`src/rtl/muldiv_pkg.sv`:
```
// Shared types and constants for the iterative RV32M multiply/divide unit.
package muldiv_pkg;

  typedef enum logic [2:0] {
    OpMul    = 3'b000,
    OpMulh   = 3'b001,
    OpMulhsu = 3'b010,
    OpMulhu  = 3'b011,
    OpDiv    = 3'b100,
    OpDivu   = 3'b101,
    OpRem    = 3'b110,
    OpRemu   = 3'b111
  } muldiv_op_t;

  typedef enum logic [1:0] {
    StIdle,
    StBusy,
    StDone
  } muldiv_state_t;

  localparam logic [6:0]  OPCODE_OP     = 7'b0110011;
  localparam logic [6:0]  FUNCT7_MULDIV = 7'b0000001;
  localparam int unsigned MULDIV_ITERS  = 32;

endpackage

```
`src/rtl/muldiv_datapath.sv`:
```
// Radix-2 shift-add multiplier / restoring divider sharing one 64-bit accumulator,
// with operand sign handling, divide special cases and final sign fix-up.
module muldiv_datapath
  import muldiv_pkg::*;
(
  input  logic        clk_i,
  input  logic        rst_ni,
  input  logic        clear_i,
  input  logic        load_i,
  input  logic        step_i,
  input  logic        finish_i,
  input  muldiv_op_t  op_i,
  input  logic [31:0] a_i,
  input  logic [31:0] b_i,
  output logic        special_o,
  output logic [31:0] result_o
);

  muldiv_op_t  op_q, op_d;
  logic [63:0] acc_q, acc_d;
  logic [31:0] opnd_q, opnd_d;
  logic        neg_res_q, neg_res_d;
  logic        neg_rem_q, neg_rem_d;
  logic [31:0] result_q, result_d;

  logic        neg_a, neg_b, div_zero, div_ovf;
  logic [31:0] abs_a, abs_b;

  always_comb begin
    neg_a     = (op_i inside {OpMulh, OpMulhsu, OpDiv, OpRem}) && a_i[31];
    neg_b     = (op_i inside {OpMulh, OpDiv, OpRem}) && b_i[31];
    abs_a     = neg_a ? (~a_i + 32'd1) : a_i;
    abs_b     = neg_b ? (~b_i + 32'd1) : b_i;
    div_zero  = op_i[2] && (b_i == 32'd0);
    div_ovf   = (op_i inside {OpDiv, OpRem}) && (a_i == 32'h8000_0000) && (b_i == 32'hFFFF_FFFF);
    special_o = div_zero || div_ovf;
  end

  // Multiply: acc = {partial product, remaining multiplier bits}.
  // Divide:   acc = {remainder, dividend bits shifting into quotient bits}.
  logic [32:0] mul_sum, div_diff;
  logic [63:0] acc_step;

  always_comb begin
    mul_sum  = {1'b0, acc_q[63:32]} + (acc_q[0] ? {1'b0, opnd_q} : 33'd0);
    div_diff = acc_q[63:31] - {1'b0, opnd_q};
    if (op_q[2]) begin
      acc_step = div_diff[32] ? {acc_q[62:0], 1'b0} : {div_diff[31:0], acc_q[30:0], 1'b1};
    end else begin
      acc_step = {mul_sum, acc_q[31:1]};
    end
  end

  logic [63:0] prod_fix;
  logic [31:0] quo_fix, rem_fix, final_res;

  always_comb begin
    prod_fix = neg_res_q ? (~acc_step + 64'd1) : acc_step;
    quo_fix  = neg_res_q ? (~acc_step[31:0] + 32'd1) : acc_step[31:0];
    rem_fix  = neg_rem_q ? (~acc_step[63:32] + 32'd1) : acc_step[63:32];
    unique case (op_q)
      OpMul:                      final_res = prod_fix[31:0];
      OpMulh, OpMulhsu, OpMulhu:  final_res = prod_fix[63:32];
      OpDiv, OpDivu:              final_res = quo_fix;
      OpRem, OpRemu:              final_res = rem_fix;
    endcase
  end

  always_comb begin
    op_d      = op_q;
    acc_d     = acc_q;
    opnd_d    = opnd_q;
    neg_res_d = neg_res_q;
    neg_rem_d = neg_rem_q;
    result_d  = result_q;
    if (load_i) begin
      op_d      = op_i;
      acc_d     = {32'd0, op_i[2] ? abs_a : abs_b};
      opnd_d    = op_i[2] ? abs_b : abs_a;
      neg_res_d = neg_a ^ neg_b;
      neg_rem_d = neg_a;
      if (div_zero) begin
        result_d = op_i[1] ? a_i : 32'hFFFF_FFFF;
      end else if (div_ovf) begin
        result_d = op_i[1] ? 32'd0 : 32'h8000_0000;
      end else begin
        result_d = 32'd0;
      end
    end else if (step_i) begin
      acc_d = acc_step;
      if (finish_i) begin
        result_d = final_res;
      end
    end
  end

  always_ff @(posedge clk_i) begin
    if (!rst_ni || clear_i) begin
      op_q      <= OpMul;
      acc_q     <= 64'd0;
      opnd_q    <= 32'd0;
      neg_res_q <= 1'b0;
      neg_rem_q <= 1'b0;
      result_q  <= 32'd0;
    end else begin
      op_q      <= op_d;
      acc_q     <= acc_d;
      opnd_q    <= opnd_d;
      neg_res_q <= neg_res_d;
      neg_rem_q <= neg_rem_d;
      result_q  <= result_d;
    end
  end

  assign result_o = result_q;

endmodule

```
`src/rtl/muldiv_unit.sv`:
```
// RV32M multiply/divide functional unit: accepts a reservation-station issue, iterates
// one bit per cycle, then pulses resp and broadcasts the result on its CDB slot.
module muldiv_unit
  import muldiv_pkg::*;
#(
  parameter int unsigned ROB_DEPTH = 4
) (
  input  logic                         clk,
  input  logic                         rst,
  input  logic                         flush,
  input  logic                         comp_issue,
  input  logic [31:0]                  instr_in,
  input  logic [$clog2(ROB_DEPTH)-1:0] tag_dest_in,
  input  logic [31:0]                  data_A_in,
  input  logic [31:0]                  data_B_in,
  output logic                         resp,
  output logic                         busy,
  output logic                         cdb_valid,
  output logic [$clog2(ROB_DEPTH)-1:0] cdb_tag,
  output logic [31:0]                  cdb_data
);

  localparam int unsigned CntW     = $clog2(MULDIV_ITERS);
  localparam logic [CntW-1:0] LastIter = CntW'(MULDIV_ITERS - 1);
  localparam int unsigned TagW     = $clog2(ROB_DEPTH);

  muldiv_state_t   state_q, state_d;
  logic [CntW-1:0] cnt_q, cnt_d;
  logic [TagW-1:0] tag_q, tag_d;

  logic        load, step, finish, special;
  logic [31:0] result;

  // Only funct3 steers the unit; the remaining fields are decoded upstream.
  logic unused_instr;
  assign unused_instr = ^{instr_in[24:15], instr_in[11:7]} ^
                        (instr_in[6:0] != OPCODE_OP) ^ (instr_in[31:25] != FUNCT7_MULDIV);

  muldiv_datapath u_datapath (
    .clk_i     (clk),
    .rst_ni    (rst),
    .clear_i   (flush),
    .load_i    (load),
    .step_i    (step),
    .finish_i  (finish),
    .op_i      (muldiv_op_t'(instr_in[14:12])),
    .a_i       (data_A_in),
    .b_i       (data_B_in),
    .special_o (special),
    .result_o  (result)
  );

  always_comb begin
    state_d = state_q;
    cnt_d   = cnt_q;
    tag_d   = tag_q;
    load    = 1'b0;
    step    = 1'b0;
    finish  = 1'b0;
    unique case (state_q)
      StIdle: begin
        if (comp_issue) begin
          load    = 1'b1;
          tag_d   = tag_dest_in;
          cnt_d   = '0;
          state_d = special ? StDone : StBusy;
        end
      end
      StBusy: begin
        step  = 1'b1;
        cnt_d = cnt_q + 1'b1;
        if (cnt_q == LastIter) begin
          finish  = 1'b1;
          state_d = StDone;
        end
      end
      StDone:  state_d = StIdle;
      default: state_d = StIdle;
    endcase
  end

  always_ff @(posedge clk) begin
    if (!rst || flush) begin
      state_q <= StIdle;
      cnt_q   <= '0;
      tag_q   <= '0;
    end else begin
      state_q <= state_d;
      cnt_q   <= cnt_d;
      tag_q   <= tag_d;
    end
  end

  always_comb begin
    resp      = (state_q == StDone);
    cdb_valid = (state_q == StDone);
    busy      = (state_q != StIdle);
    cdb_tag   = (state_q == StDone) ? tag_q : '0;
    cdb_data  = (state_q == StDone) ? result : 32'd0;
  end

endmodule

```
`config.mk`:
```
export PLATFORM = sky130hd
export DESIGN_NAME = muldiv_unit
export DESIGN_NICKNAME = d
export VERILOG_FILES = /design/src/rtl/muldiv_pkg.sv /design/src/rtl/muldiv_datapath.sv /design/src/rtl/muldiv_unit.sv
export SDC_FILE = /design/constraint.sdc
export NUM_CORES = 1
export LEC_CHECK = 0
export ABC_AREA = 1
export ABC_CLOCK_PERIOD_IN_PS = 3700
export CORE_UTILIZATION = 34
export CTS_CLUSTER_SIZE = 16
export DETAILED_ROUTE_END_ITERATION = 6
export GPL_TIMING_DRIVEN = 0
export PLACE_DENSITY = 0.63
export SLEW_MARGIN = 20
export SYNTH_ARGS = -nofsm -noshare
export SYNTH_HDL_FRONTEND = slang
export SYNTH_HIERARCHICAL = 1
export SYNTH_SLANG_ARGS = --single-unit
```
`constraint.sdc`:
```
create_clock -name clk -period 3.7 [get_ports clk]
set_input_delay 0.37 -clock clk [delete_from_list [all_inputs] [get_ports clk]]
set_output_delay 0.37 -clock clk [all_outputs]
set_load 0.01 [all_outputs]
```
Word-level counts from Yosys, hierarchy flattened

Cells that the tools add are included.

Register bits: 142
Input port bits: 102

Add/subtract/negate cells: 8
Equality and inequality tests: 18
Muxes and demuxes: 33
Bitwise operators: 6
Reductions and logical operators: 26

Operators by type and width:

| operator                | count |
|---|---|
| $mux W32                | 17 |
| $mux W64                | 3 |
| $add A32 B1 Y32 const B | 4 |
| $not A32 Y32            | 4 |
| $pmux W32 S4            | 1 |
| $add A64 B1 Y64 const B | 1 |
| $eq A32 B32 Y1 const B  | 2 |
| $not A64 Y64            | 1 |
| $add A32 B32 Y33        | 1 |
| $sub A33 B32 Y33        | 1 |
| $logic_not A32 Y1       | 1 |
| $eq A3 B3 Y1 const B    | 6 |
| $pmux W5 S2             | 1 |
| $reduce_bool A2 Y1      | 5 |
| $eq A3 B2 Y1 const B    | 3 |
| $mux W2                 | 4 |
| $reduce_and A2 Y1       | 4 |
| $eq A3 B1 Y1 const B    | 2 |
| $reduce_or A2 Y1        | 3 |
| $add A5 B1 Y5 const B   | 1 |
| $eq A5 B5 Y1 const B    | 1 |
| $logic_and A1 B1 Y1     | 5 |
| $mux W1                 | 5 |
| $mux W5                 | 1 |
| 12 further kinds        | 14 |

Depth between registers and ports, before layout

Gate-level depths: netlist (run 1).

Depth in word-level cells: 10
Mapped depth: 33

Cells and area by module

Netlist (run 1), hierarchy kept.

By module, submodules not included:

| module          | times used | cells an instance | area each (µm²) | sequential area each (µm²) |
|---|---|---|---|---|
| muldiv_datapath | 1          | 3179              | 17386.7         | 2662.6 |
| muldiv_unit     | 1          | 131               | 708.2           | 180.2 |

Least setup slack after synthesis (run 1)

Ideal clock, no wire load.

Path type: register -> register
Start: register u_datapath.acc_q[31]
End: register u_datapath.result_q[30], in the netlist u_datapath/result_o[30]
Library setup time: 0.117 ns
Arrival: 3.841 ns
Data required time: 3.583 ns
Setup slack: -0.258 ns
Stages on the path, launching flop included: 33
Period minus slack after synthesis: 3.958 ns
Cell sequence: dfxtp_1 inv_1 ha_1 fa_1 inv_1 nand2_1 nand2_1 nand3_1 nand2_1 nand2_2 nand2_2 nand2_4 nand2_4 nand2_4 nand3_4 nand2_2 inv_1 ha_1 nand3_1 nor2_1 nand3_1 nor2_1 nand3_1 nor3_2 nand3_1 nor2_1 nand2_1 o21ai_1 nand3_1 nand3_1 nand3_1 a21oi_1 nor2_1

Longest elaborated chain between the ends: 10
Elaborated cells between the ends (all ways): 16
Classes of those cells: 4 x add/sub; 9 x mux; 3 x bitwise

Ends and longest elaborated chain:

| element                                       | line                   | RTL |
|---|---|---|
| start, declared                               | muldiv_datapath.sv:20  | `logic [63:0] acc_q, acc_d;` |
| start signal, assigned                        | muldiv_datapath.sv:100 | `acc_q <= 64'd0;` |
| start signal, assigned                        | muldiv_datapath.sv:107 | `acc_q <= acc_d;` |
| $sub A33 B32 Y33                              | muldiv_datapath.sv:46  | `div_diff = acc_q[63:31] - {1'b0, opnd_q};` |
| $mux W64                                      | muldiv_datapath.sv:48  | `acc_step = div_diff[32] ? {acc_q[62:0], 1'b0} : {div_diff[31:0], acc_q[30:0], 1'b1};` |
| $mux W64 *                                    | muldiv_datapath.sv:47  | `if (op_q[2]) begin` |
| $not A64 Y64, or another cell as far along    | muldiv_datapath.sv:58  | `prod_fix = neg_res_q ? (~acc_step + 64'd1) : acc_step;` |
| $add A64 B1 Y64, or another cell as far along | muldiv_datapath.sv:58  |  |
| $mux W64, or another cell as far along        | muldiv_datapath.sv:58  |  |
| $pmux W32 S4 *                                | muldiv_datapath.sv:61  | `unique case (op_q)` |
| $mux W32 *                                    | muldiv_datapath.sv:91  | `if (finish_i) begin` |
| $mux W32 *                                    | muldiv_datapath.sv:89  | `end else if (step_i) begin` |
| $mux W32 *                                    | muldiv_datapath.sv:76  | `if (load_i) begin` |
| end signal, assigned                          | muldiv_datapath.sv:111 | `result_q <= result_d;` |
| end, declared                                 | muldiv_datapath.sv:24  | `logic [31:0] result_q, result_d;` |

Every way passes the cells marked *; elsewhere a longest branch is shown, timed or not. The select of a mux whose other input is x is not followed.
A chain may end at the register's enable or synchronous reset.

Worst setup path in the final report (run 1)

Start: register u_datapath.acc_q[31]
End: register u_datapath.result_q[14], in the netlist u_datapath/result_o[14]

The elaborated chain is that of the path after synthesis.

==> results of run 1 <==
[routing by layer]
layer | vias up | GRT usage | part of all wire | wire length (um)
li1 | 11020 | - | - | -
met1 | 10680 | 0.4138 | 0.40 | 36390
met2 | 1398 | 0.5193 | 0.43 | 39900
met3 | 324 | 0.07365 | 0.10 | 9601
met4 | 0 | 0.1930 | 0.066 | 6099
met5 | - | 0 | 0 | 0
[per-stage QoR]
step | utilization | hold WS, ps | TNS, ps
4_1_cts | 0.4207 | 455.9 | -3557
2_1_floorplan | - | 429.4 | -59.34
5_1_grt | 0.4415 | 473.2 | -13210
6_report | 0.4415 | 455.8 | -8042
3_3_place_gp | 0.3829 | 440.6 | -42920
3_5_place_dp | 0.3829 | 445.8 | -42190
[worst paths after layout]
path	startpoint	cells after the start	to
worst max register to register	u_datapath/acc_q[31]	32	u_datapath/result_o[14]
worst min register to register	tag_q[0]	2	tag_q[0]
worst max-delay path	u_datapath/acc_q[31]	32	u_datapath/result_o[14]
worst min-delay path	tag_q[0]	2	tag_q[0]
[sequential cells by signal, summed over array words and instances, names as in the netlist]
register and cells:
tag_q 2, u_datapath/acc_q 64, u_datapath/neg_rem_q 1, cnt_q 5, state_q 2, u_datapath/neg_res_q 1, u_datapath/result_o 32, u_datapath/op_q 3
u_datapath/opnd_q 32
[cell families after synthesis]
logic type                 count (synthesis)  share of synthesized area
and+or+nand+nor                         1736                     0.4127
buffers and inverters                    677                     0.1465
AOI/OAI and AO/OA                        579                     0.1825
DFF                                      142                     0.1571
xor gates and xnor gates                 103                    0.04986
adders and majority gates                 73                    0.05131
[worst min-delay path: cells and delay by family (launching register included)]
kind	cells	cell delay, ps
AO/OA/AOI/OAI	1	50
buffers and inverters	1	60
flip-flops	1	300
[report_power, final]
part | internal (uW) | switching [uW]
combinational | 1080 | 2150
clock | 1010 | 829
sequential | 1570 | 65.5
total | 3660 | 3040
[final cells by class]
class	count	area, um2	area share
Tap cell	688	860.8	0.03710
Clock buffer	18	429.2	0.01850
Buffer	119	598.1	0.02578
Timing Repair Buffer	186	1745	0.07522
Clock inverter	14	157.7	0.006794
Inverter	557	2103	0.09064
Multi-Input combinational cell	2492	14360	0.6187
Sequential cell	142	2954	0.1273
[Yosys cell counts (3+ instances only)]
cell type  instances  area, um2
a221oi_1           6      52.55
nand2_2           32      200.2
or2_2             14      87.58
o221ai_1          19      166.4
nor2_1           334       1254
nand2_1          938       3521
a21o_1             5      37.54
a22oi_1           10      75.07
o21ai_1           14      70.07
o211ai_1          36      270.3
buf_4              7      52.55
inv_2             10      37.54
a211oi_1           6      45.04
a21oi_2            7      61.31
nand3b_1          21      157.7
and2_1             4      25.02
nand3_4            3      52.55
xor2_1            78      683.2
o21a_1             4      30.03
o22ai_1           10      62.56
o21bai_1          11      82.58
clkbuf_1          76      285.3
a31oi_1           13      81.33
buf_2             19      95.09
dfxtp_1          142       2843
a21oi_1          194      970.9
buf_1             12      45.04
o21ai_2            4      35.03
buf_6              3      33.78
nand3_2            7      70.07
inv_1            543       2038
nand4_1           34      212.7
o21ai_0          224       1121
nor2_2            18      112.6
ha_1              71      888.4
xnor2_1           25      219.0
nand2_4            8      90.09
nor3_1            49      245.2
nand3_1          254       1271
nor4_1             7      43.79
o31ai_1            6      45.04
nor2_4             7      78.83
clkinv_1           4      15.01
[timing repair]
| item | in CTS | in global routing |
|---|---|---|
| gates cloned | 1 | 0 |
| pin swaps | 80 | 92 |
| gates resized for setup | 284 | 210 |
| buffers inserted | 47 | 30 |
| endpoints found under the hold margin | 0 | 0 |
| setup endpoints to repair | 45 | 44 |
==> summary.txt, run 1 <==
Outcome
  – Run status: complete, but fails checks
  – Failing checks: negative setup slack

Synthesis
  – Cells after Synth: 3310
  – Post-synthesis area per instance: 5.467 um2
  – Cell Area, Synth: 18090 um2
  – Synth Warn #: 6
  – Dominant synthesized flop cell: dfxtp_1
  – Register area share after synthesis: 0.1571
  – Synth Register Bits: ~140
  – Async set-reset flop share out of synthesis: 0
  – Yosys cell types: 57
  – Post-synth EDFFs: 0
  – Syn Nets: about 3.5k

Power and ir drop
  – Leak Pwr: around 0.011 uW
  – Overall power: between 6000 and 7000 uW
  – Pwr dens: between 200 and 300 nW/um2
  – VDD IR max: roughly 0.00033 V

Timing
  – Slack of the critical path: -465.0 ps
  – Final hold vios: 0
  – Relative slew slack: 0.2160
  – Setup-failing EPs final: 31
  – Worst Max-Slew Pin Slew: about 1200 ps
  – Layout Skew: 14.01 ps
  – Min Tclk post-route: approximately 4200 ps
  – Final Max Slew Viols: 0
  – Peak Freq: between 200 and 250 MHz
  – RSZ-0062 raised after global routing: yes
  – Crit share post-route: 1.126

Floorplanning
  – Die H: between 200 and 250 um
  – Core area: ~53000 um2
  – Chip width: 232.7 um
  – FP Rows: 84
  – IO Pins: ~140
  – Starting Density: 0.3443
  – Die area: between 50000 and 60000 um2

Drt
  – Routed Antenna Nets: 0
  – Vias: 23.43k
  – First-pass DRT Iterations: 6
  – Drt drc: 0
  – Final wirelength: 91990 um
  – DR WL/cell: approximately 22 um
  – Via-to-Cell Ratio: 5.557
  – Initial drt markers: about 2.7k

Finish
  – Fill cell count: 5725
  – Fin cells: approximately 4.2k
  – Area grow syn2layout: 28.23%
  – Fraction of layout cells with a size suffix above 1: 0.1701
  – Diode count: 0
  – Nets: approximately 3.7k
  – Commonest cells after routing, fill and taps aside: 839 x nand2_1, 524 x inv_1, 301 x nor2_1
  – Final Cell Area: around 23000 um2
  – Commonest non-fill, non-tap cell in the layout: nand2_1

GRT
  – First-pass GRT wire length: 132600 um
  – Largest net degree at the start of global routing: 17
  – Gr usage total: 0.3310
  – GR Overflow Total: 0
  – Initial antenna violation count: 1
  – Vias in the first global route: roughly 21k

Critical path
  – CP arrival: 4480 ps
  – Most used cell, CP: nand2_2
  – Top Family by Delay on Critical Path: simple AND/OR/NAND/NOR gates
  – Slowest CP cell: fa_2
  – R2R setup slack: -470 ps
  – Crit. End Element: flip-flop
  – Worst-path maximum fanout: 4
  – CP required: 4020 ps
  – WS Path Type: flip-flop to flip-flop
  – Worst path max stage delay: approximately 370 ps
  – Worst path buffer plus inverter count: 3
  – Critical Path Source Type: flip-flop

Clocking
  – CTS H-tree lvls: 4
  – CTS buffer count: 17
  – Hold_buf cts: 0
  – Root buffer selected by CTS: clkbuf_16
  – Maximum root-to-sink buffer count: 2
  – Num Clock Sinks: between 100 and 150
  – Register clock-pin slew on the reported worst setup and hold paths: roughly 70 ps
  – CTS tree: yes
  – Skew-Pair Late Insertion Delay: 460 ps

Place
  – Final Wtd Congestion: 1.066
  – Placement Cell Area: about 20000 um2
  – Port bufs: roughly 110
  – HPWL Detailed: around 73000 um
  – Dpl ws: -1558 ps
  – Post-Place Cells: ~4k

Min path
  – Worst hold-check path type: flip-flop to flip-flop

Run
  – Max Cap Viol: 0
Power figures use the tool's default switching activity.
==> inputs of run 2 (changes only) <==
CORE_ASPECT_RATIO = 1.4   (was default)
MAX_ROUTING_LAYER = met4   (was default)
==> run 2 against run 1 <==
Net effect: the flow finishes with violations (design-rule violations, negative setup slack); hold slack improved by 4.5 ps; clock power increased by 2%; routed wire length is 8.5% higher; highest routed layer unchanged; clock skew up 3.8 ps; count of clock-buffer cells in the layout shrank 1; via count rose by 1.6%; sequential cell count unchanged; non-clock buffer count increased by 42; critical endpoint is now u_datapath/result_o[30]; largest power group unchanged; critical path depth shrank 1; setup slack worse by 97 ps; cell count rose by 1.4%.
==> summary.txt, run 2 (same netlist as run 1, synthesis figures left out) <==
Outcome
  – Run status: complete, but fails checks (unchanged)
  – Failing checks: design-rule violations, negative setup slack (was negative setup slack)

Timing
  – Slack of the critical path: -561.8 ps (was -465.0 ps)
  – Setup-failing EPs final: 31 (unchanged)
  – Final Max Slew Viols: 0 (unchanged)
  – Worst Max-Slew Pin Slew: 1145 ps (was 1172 ps)
  – Relative slew slack: 0.2309 (was 0.2160)
  – Hold WS: 460.3 ps (was 455.8 ps)
  – RSZ-0062 raised after global routing: yes (unchanged)
  – Crit share post-route: 1.152 (was 1.126)
  – Layout Skew: 17.84 ps (was 14.01 ps)
  – Peak Freq: 234.6 MHz (was 240.1 MHz)
  – TNS Setup: -9229 ps (was -8042 ps)
  – Min Tclk post-route: 4262 ps (was 4165 ps)
  – Final hold vios: 0 (unchanged)

Clocking
  – Skew-Pair Late Insertion Delay: 460 ps (about the same)
  – Maximum root-to-sink buffer count: 2 (unchanged)
  – CTS H-tree lvls: 4 (unchanged)
  – Register clock-pin slew on the reported worst setup and hold paths: 70 ps (about the same)
  – Root buffer selected by CTS: clkbuf_16 (unchanged)
  – CTS buffer count: 17 (unchanged)
  – Hold_buf cts: 0 (unchanged)
  – CTS tree: yes (unchanged)
  – Num Clock Sinks: 142 (unchanged)

GRT
  – Initial antenna violation count: 3 (was 1)
  – First-pass GRT wire length: 142700 um (was 132600 um)
  – Gr usage total: 0.3732 (was 0.3310)
  – Vias in the first global route: 22.10k (was 21.22k)
  – Largest net degree at the start of global routing: 17 (unchanged)
  – GR Overflow Total: 0 (unchanged)

Drt
  – Routed Antenna Nets: 0 (unchanged)
  – Initial drt markers: 2434 (was 2689)
  – Via-to-Cell Ratio: 5.565 (was 5.557)
  – Final wirelength: 99820 um (was 91990 um)
  – Vias: 23.80k (was 23.43k)
  – Drt drc: 3 (was 0)
  – DR WL/cell: 23.34 um (was 21.82 um)
  – First-pass DRT Iterations: 7 (was 6)

Critical path
  – Critical Path Source Type: flip-flop (unchanged)
  – CP arrival: 4610 ps (was 4480 ps)
  – Most used cell, CP: nand2_2 (unchanged)
  – R2R setup slack: -560 ps (was -470 ps)
  – CP required: 4050 ps (was 4020 ps)
  – Worst path max stage delay: 370 ps (about the same)
  – Worst-path maximum fanout: 2 (was 4)
  – Crit. End Element: flip-flop (unchanged)
  – Slowest CP cell: fa_2 (unchanged)
  – WS Path Type: flip-flop to flip-flop (unchanged)

Run
  – Max Cap Viol: 0 (unchanged)

Floorplanning
  – FP Rows: 99 (was 84)
  – Core area: 52400 um2 (was 52550 um2)
  – Starting Density: 0.3453 (was 0.3443)
  – Die H: 275.0 um (was 232.7 um)
  – Chip width: 197.0 um (was 232.7 um)
  – Die area: 54160 um2 (was 54150 um2)
  – IO Pins: 139 (unchanged)

Finish
  – Fill cell count: 5660 (was 5725)
  – Fin cells: 4277 (was 4216)
  – Commonest cells after routing, fill and taps aside: 816 x nand2_1, 520 x inv_1, 295 x nor2_1 (was 839 x nand2_1, 524 x inv_1, 301 x nor2_1)
  – Nets: 3731 (was 3690)
  – Area grow syn2layout: 31.57% (was 28.23%)
  – Most flop-heavy register: u_datapath/acc_q (unchanged)
  – Fraction of layout cells with a size suffix above 1: 0.1900 (was 0.1701)
  – Max reg flops: 64 (unchanged)
  – Final Cell Area: 23810 um2 (was 23200 um2)
  – Commonest non-fill, non-tap cell in the layout: nand2_1 (unchanged)

Place
  – Port bufs: 109 (unchanged)
  – Post-Place Cells: 4126 (was 4107)
  – HPWL Detailed: 78140 um (was 73410 um)
  – Placement Cell Area: 20150 um2 (was 20120 um2)
  – Final Wtd Congestion: 1.101 (was 1.066)

Power and ir drop
  – Leak Pwr: 0.01143 uW (was 0.01109 uW)
  – Gate power share: 0.504 (was 0.482)
  – Switching power: 3218 uW (was 3042 uW)
  – Overall power: 7064 uW (was 6698 uW)
  – Seq pwr share: 0.230 (was 0.244)
  – Switching portion of total power: 0.4556 (was 0.4542)
  – Internal power: 3846 uW (was 3656 uW)
  – VDD IR max: 0.0002699 V (was 0.0003315 V)
  – Pwr dens: 296.7 nW/um2 (was 288.7 nW/um2)
  – Clk pwr share: 0.266 (was 0.274)

Min path
  – Worst hold-check path type: flip-flop to flip-flop (unchanged)
run 2: final cells by class:
| cell class | count | area [um2] | area share |
|---|---|---|---|
| plain buffers | 118 | 580.6 | 0.02439 |
| clock buffers | 17 | 425.4 | 0.01787 |
| multi-input cells | 2491 | 14470 | 0.6079 |
| flip-flops and latches | 142 | 2983 | 0.1253 |
| clock inverters | 14 | 182.7 | 0.007673 |
| diodes | 2 | 5.005 | 0.0002102 |
| well taps | 707 | 884.6 | 0.03716 |
| inverters | 557 | 2112 | 0.08871 |
| repair buffers | 229 | 2161 | 0.09076 |
run 2: per-stage QoR:
stage                       util  setup slack, ps
after CTS                 0.4374           -423.9
after global routing      0.4544           -600.6
after floorplan                -           -59.34
final                     0.4544           -561.8
after detailed placement  0.3845            -1334
after global placement    0.3845            -1330
run 2: critical path: cells and delay by family, from the launching register on:
family	cells	cell delay, ps
AO/OA/AOI/OAI	2	350
XOR/XNOR	1	280
adder cells (fa/ha/maj)	3	670
buffers and inverters	3	190
flip-flops	1	330
AND/OR/NAND/NOR	22	2300
run 2: metal layers:
layer  wire length [um]  vias up  global-route usage
met3               7960      488             0.06963
met1              35150    10950              0.3850
met5                  0        -                   -
met4              10740        0              0.3299
met2              45970     1271              0.6086
li1                   -    11090                   -
run 2: final timing paths:
path / start / endpoint / cells past startpoint
worst max-delay path: u_datapath/acc_q[31] / u_datapath/result_o[30] / 31
worst min-delay path: tag_q[1] / tag_q[1] / 2
worst max register to register: u_datapath/acc_q[31] / u_datapath/result_o[30] / 31
worst min register to register: tag_q[1] / tag_q[1] / 2
run 2: timing repair:
| action | 4_1_cts | 5_1_grt |
|---|---|---|
| endpoints found under the setup margin | 42 | 56 |
| setup buffers | 93 | 26 |
| resized for setup | 386 | 175 |
| hold endpoints to repair | 0 | 0 |
| gates cloned | 2 | 0 |
| pin swaps | 111 | 93 |
run 2: power by group through the flow:
stage | sequential, uW | combinational (uW) | clock, uW
floorplan | 1640 | 1710 | 0
global placement | 1670 | 2650 | 0
detailed placement | 1670 | 2650 | 0
CTS | 1620 | 3180 | 1890
global route | 1630 | 3730 | 1950
finish | 1630 | 3560 | 1880
